<file path="config.mk">
export PLATFORM = sky130hd
export DESIGN_NAME = syscall_ctrl_flat
export DESIGN_NICKNAME = d
export VERILOG_FILES = /design/src/rtl/syscall_ctrl_if.sv /design/src/rtl/syscall_ctrl.sv /design/src/flat_wrapper.sv
export SDC_FILE = /design/constraint.sdc
export NUM_CORES = 1
export LEC_CHECK = 0
export ABC_CLOCK_PERIOD_IN_PS = 2500
export CAP_MARGIN = 20
export CORE_UTILIZATION = 41
export DETAILED_ROUTE_END_ITERATION = 10
export PLACE_DENSITY = 0.76
export SYNTH_ARGS = -nofsm -noshare
export SYNTH_HDL_FRONTEND = slang
export SYNTH_SLANG_ARGS = --single-unit
</file>
<file path="constraint.sdc">
create_clock -name clk -period 2.5 [get_ports clk]
set_input_delay 0.75 -clock clk [delete_from_list [all_inputs] [get_ports clk]]
set_output_delay 0.75 -clock clk [all_outputs]
set_load 0.1 [all_outputs]
</file>
<file path="src/rtl/syscall_ctrl_if.sv">
// Syscall controller bus: decoder/register-file inputs toward the controller,
// and the held CPU state and display outputs back from it.
interface syscall_ctrl_if #(
  parameter int CNT_W = 16
);
  logic             syscall;
  logic [31:0]      v0;
  logic [31:0]      a0;
  logic             go;
  logic             stall;
  logic             halted;
  logic [31:0]      show_data;
  logic             show_valid;
  logic [CNT_W-1:0] sys_cnt;
  logic [1:0]       state;

  modport master (
    output syscall, v0, a0, go,
    input  stall, halted, show_data, show_valid, sys_cnt, state
  );

  modport slave (
    input  syscall, v0, a0, go,
    output stall, halted, show_data, show_valid, sys_cnt, state
  );
endinterface

</file>
<file path="src/rtl/syscall_ctrl.sv">
// Turns the combinational syscall decision into a held CPU state: a timed
// display stall for the show code, otherwise a halt until the operator presses go.
module syscall_ctrl #(
  parameter logic [31:0] SHOW_CODE   = 32'h0000_0022,
  parameter int          SHOW_CYCLES = 4,
  parameter int          CNT_W       = 16
) (
  input  logic           clk,
  input  logic           rst_n,
  syscall_ctrl_if.slave  bus
);

  typedef enum logic [1:0] {
    RUN    = 2'd0,
    SHOW   = 2'd1,
    HALT   = 2'd2,
    UNUSED = 2'd3
  } state_t;

  localparam logic [7:0] DWELL_INIT = 8'(SHOW_CYCLES - 1);

  state_t           state_q, state_d;
  logic [7:0]       dwell_q, dwell_d;
  logic [31:0]      data_q, data_d;
  logic             valid_q, valid_d;
  logic [CNT_W-1:0] cnt_q, cnt_d;
  logic             go_q;
  logic             go_rise;
  logic             accept;

  assign go_rise = bus.go & ~go_q;
  assign accept  = (state_q == RUN) & bus.syscall;

  always_comb begin
    state_d = state_q;
    dwell_d = dwell_q;
    data_d  = data_q;
    valid_d = 1'b0;
    cnt_d   = cnt_q;
    case (state_q)
      RUN: begin
        if (accept) begin
          cnt_d = cnt_q + 1'b1;
          if (bus.v0 == SHOW_CODE) begin
            state_d = SHOW;
            data_d  = bus.a0;
            valid_d = 1'b1;
            dwell_d = DWELL_INIT;
          end else begin
            state_d = HALT;
          end
        end
      end
      SHOW: begin
        if (dwell_q == 8'd0) state_d = RUN;
        else                 dwell_d = dwell_q - 8'd1;
      end
      HALT: begin
        if (go_rise) state_d = RUN;
      end
      default: state_d = RUN;
    endcase
  end

  // go_q resets high so a button held through reset never looks like a press.
  always_ff @(posedge clk or negedge rst_n) begin
    if (!rst_n) begin
      state_q <= RUN;
      dwell_q <= 8'd0;
      data_q  <= 32'd0;
      valid_q <= 1'b0;
      cnt_q   <= '0;
      go_q    <= 1'b1;
    end else begin
      state_q <= state_d;
      dwell_q <= dwell_d;
      data_q  <= data_d;
      valid_q <= valid_d;
      cnt_q   <= cnt_d;
      go_q    <= bus.go;
    end
  end

  assign bus.stall      = (state_q != RUN);
  assign bus.halted     = (state_q == HALT);
  assign bus.show_data  = data_q;
  assign bus.show_valid = valid_q;
  assign bus.sys_cnt    = cnt_q;
  assign bus.state      = state_q;

endmodule
</file>
<file path="src/flat_wrapper.sv">
// flat-port wrapper written by rule: the top's interface ports become plain ports
module syscall_ctrl_flat 
#(
  parameter logic [31:0] SHOW_CODE   = 32'h0000_0022,
  parameter int          SHOW_CYCLES = 4,
  parameter int          CNT_W       = 16
)
  (clk, rst_n, bus_syscall, bus_v0, bus_a0, bus_go, bus_stall, bus_halted, bus_show_data, bus_show_valid, bus_sys_cnt, bus_state);
  syscall_ctrl_if #(.CNT_W(CNT_W)) bus_i ();
  input  logic clk;
  input  logic rst_n;
  input wire logic [$bits(bus_i.syscall)-1:0] bus_syscall;
  input wire logic [$bits(bus_i.v0)-1:0] bus_v0;
  input wire logic [$bits(bus_i.a0)-1:0] bus_a0;
  input wire logic [$bits(bus_i.go)-1:0] bus_go;
  output wire logic [$bits(bus_i.stall)-1:0] bus_stall;
  output wire logic [$bits(bus_i.halted)-1:0] bus_halted;
  output wire logic [$bits(bus_i.show_data)-1:0] bus_show_data;
  output wire logic [$bits(bus_i.show_valid)-1:0] bus_show_valid;
  output wire logic [$bits(bus_i.sys_cnt)-1:0] bus_sys_cnt;
  output wire logic [$bits(bus_i.state)-1:0] bus_state;
  assign bus_i.syscall = bus_syscall;
  assign bus_i.v0 = bus_v0;
  assign bus_i.a0 = bus_a0;
  assign bus_i.go = bus_go;
  assign bus_stall = bus_i.stall;
  assign bus_halted = bus_i.halted;
  assign bus_show_data = bus_i.show_data;
  assign bus_show_valid = bus_i.show_valid;
  assign bus_sys_cnt = bus_i.sys_cnt;
  assign bus_state = bus_i.state;
  syscall_ctrl #(.SHOW_CODE(SHOW_CODE), .SHOW_CYCLES(SHOW_CYCLES), .CNT_W(CNT_W)) u_core (.clk(clk), .rst_n(rst_n), .bus(bus_i));
endmodule
</file>
==> results of run 1 <==
## cell usage after synthesis
| cell type | count | area [sq um] |
|---|---|---|
| nor2_1 | 8 | 30.0 |
| nand3_1 | 7 | 35.0 |
| nor3b_1 | 2 | 15.0 |
| a21oi_1 | 3 | 15.0 |
| inv_1 | 10 | 37.5 |
| xor2_1 | 6 | 52.6 |
| nand2b_1 | 4 | 25.0 |
| nand3b_1 | 1 | 7.51 |
| nor4b_1 | 2 | 17.5 |
| a41oi_1 | 2 | 17.5 |
| or3_1 | 4 | 25.0 |
| nand4b_1 | 1 | 8.76 |
| mux2_1 | 2 | 22.5 |
| a311oi_1 | 1 | 8.76 |
| o21ai_0 | 6 | 30.0 |
| dfrtp_1 | 59 | 1480 |
| mux2_2 | 30 | 338 |
| nor4_1 | 8 | 50.1 |
| a2bb2oi_1 | 1 | 8.76 |
| o311ai_0 | 1 | 8.76 |
| nand4_1 | 4 | 25.0 |
| and3_1 | 3 | 18.8 |
| nor3_4 | 1 | 16.3 |
| and2_1 | 2 | 12.5 |
| o21ba_2 | 1 | 10.0 |
| o21bai_1 | 1 | 7.51 |
| buf_6 | 3 | 33.8 |
| dfstp_2 | 1 | 26.3 |
| nand2_1 | 11 | 41.3 |
| nor3_1 | 6 | 30.0 |
| o211ai_1 | 1 | 7.51 |
| xnor2_1 | 9 | 78.8 |
| ha_1 | 3 | 37.5 |
| o2bb2ai_1 | 1 | 8.76 |
| o221a_2 | 1 | 11.3 |
| nor2b_1 | 2 | 12.5 |
| a2111oi_0 | 2 | 17.5 |
## final timing paths
path	endpoint	slack, ps	cells past startpoint
max	u_core.bus.show_data[14]	170	7
min	u_core.bus.show_data[24]	330	1
max reg2reg	u_core.dwell_q[2]	510	4
min reg2reg	u_core.bus.sys_cnt[15]	480	1
max in group asynchronous	u_core.bus.show_data[0]	1530	2
min in group clk	u_core.bus.sys_cnt[15]	480	1
## repair_timing
item,CTS,global route
setup endpoints to repair,0,32
buffers inserted,0,1
endpoints found under the hold margin,0,0
## logic make-up after synthesis
logic type / count (synthesis) / synth area share
xor+xnor: 15 / 0.0500
buf+inv: 13 / 0.0272
compound gates: 21 / 0.0577
mux: 32 / 0.137
fa+ha+maj: 3 / 0.0143
simple gates: 66 / 0.141
flops: 60 / 0.572
## worst register-to-register path, cell delays in order (launching register included)
cell and delay (ps):
dfrtp_1 430, nor4_1 540, a21oi_1 310, a2111oi_0 450
o21ai_0 140
## area by class of cell
type                    instances  area share
multi-input cells             137       0.262
flip-flops and latches         60       0.372
clock buffers                  11      0.0350
repair buffers                132       0.295
inverters                      10     0.00929
well taps                      75      0.0232
clock inverters                 3     0.00371
## per-stage QoR
step	total power, mW	util	cells	cell area [sq um]	TNS, ps
2_1_floorplan	2.23	-	210	2640	0
4_1_cts	3.46	0.666	427	4040	0
5_1_grt	3.61	0.667	428	4040	0
6_report	3.43	0.667	428	4040	0
3_3_place_gp	2.72	0.640	413	3880	-6130
3_5_place_dp	2.73	0.640	413	3880	-7430
## flip-flops by register name, indices dropped and copies added, names as in the netlist
| name | count |
|---|---|
| u_core.bus.show_data | 32 |
| u_core.bus.sys_cnt | 16 |
| u_core.dwell_q | 8 |
| u_core.bus.state | 2 |
| u_core.bus.show_valid | 1 |
| u_core.go_q | 1 |
## per-layer routing
metal  vias to the layer above  GRT usage  share of wire
met2                        98      0.324           0.48
met4                         0     0.0860         0.0041
met5                         -          0              0
li1                       1043          -              -
met3                         2     0.0722          0.091
met1                      1028      0.231           0.42
## power breakdown
part / internal (mW) / switching (mW)
Clock: 0.371 / 0.350
Sequential: 1.10 / 0.176
Combinational: 0.496 / 0.944
Total: 1.96 / 1.47
==> flow_summary.toml, run 1 <==
[run]
maxCapViolations = 0

[sta]
period_minus_slack_ps = 2330
relSlewSlack = 0.634
finalMaxSlewViolations = 0
hold_ws_ps = 335
setup_violations = 0
hold_viol = 0
final.setup_skew_ps = 6.88
setup_ws_ps = 172
min_period_over_period = 0.931
worstMarginPinSlew_ps = 545
max_freq_ghz = 0.430
rsz0062_at_grt = "no"

[clocking]
clk-insertion-delay-late_ps = 320
root_buffer = "clkbuf_8"
numCtsBuffers = 9
cts_tree = "done"
post_cts_resize_count = 0
cts_buffer_depth = 2
clkTransAtPathRegs_ps = 70
cts_max_level = 3
cts_sinks = 60
ctsHoldBuffers = 0

[finish]
final_cell_mix = "clkdlybuf4s50_1 (66), buf_4 (62), dfrtp_1 (57)"
fillCellCount = 504
final-seq-area_sq_um = 1510
multiInputGateArea_sq_um = 1060
fin_nets = 421
final_common_cell = "clkdlybuf4s50_1"
post_route_cells_drive_above_1_share = 0.329
area_delta_synth_final_pct = 54.0
diodes = 0

[worst_setup_path]
critPathBufInv = 3
crit_family = "buffers and inverters"
path_cells = "clkdlybuf4s50_1, nor4_1, nand4_1, buf_4, nor3_4, buf_12, mux2_2"
worst_r2r_startpoint = "u_core.dwell_q[4]"
start_kind = "input pin"
max_stage_delay_ps = 400
critPathRequiredTime_ps = 2700
critPathSlowestCell = "clkdlybuf4s50_1"
worstPathArrival_ps = 2530
setup.worst_path.start = "bus_v0[26]"
critical_path.max_fanout = 35
end_kind = "flip-flop"
critPathKind = "input pin to flip-flop"

[hold_path]
worstHoldPathType = "input pin to asynchronous set/reset pin"

[global_routing]
antenna_found_initial = 0
grt_pass1_vias = 2212
grt_pass1_wl_microns = 9880
overflow = 0
grt_max_degree = 36
grtUsageTotal = 0.198

[power_and_ir_drop]
p_per_area_nw_per_um2 = 849
ir_drop_mv = 0.730
power.static_leakage_nw = 1.93

[detailed_routing]
routed_wl_microns = 6090
drtIter0Drc = 43
dr.pass1.iters = 4
wl_per_cell_microns = 14.2
antenna_left = 0
viasPerCell = 5.07
vias = 2171
route.detailed.drc = 0

[synth]
syn_area_per_cell_sq_um = 12.5
netlist_area_sq_um = 2630
synth_seq_cells = 60
synth_fp_nets = 281
yosysUniqueCellTypes = 37
ys_seq_area_frac = 0.572
synth.yosys.warnings = 0
syn_inst = 210

[status]
status = "complete, no violations"

[place]
hpwl_microns = 4610
place.gp.congestion = 0.849
port_buffers = 120
pre_cts_ws_ps = -247

[floorplanning]
initial_utilization = 0.433
die_w_microns = 82.0
die_y_microns = 82.0
core-area_sq_um = 6060
ios = 121
dieArea_sq_um = 6730
rows = 28
No activity file was read; power rests on OpenSTA's default activity.
==> run 2: changes to the inputs <==
HOLD_SLACK_MARGIN = 0.12   (was default)
==> results of run 2 <==
No change in the layout: final DEF, timing and power equal those of run 1.
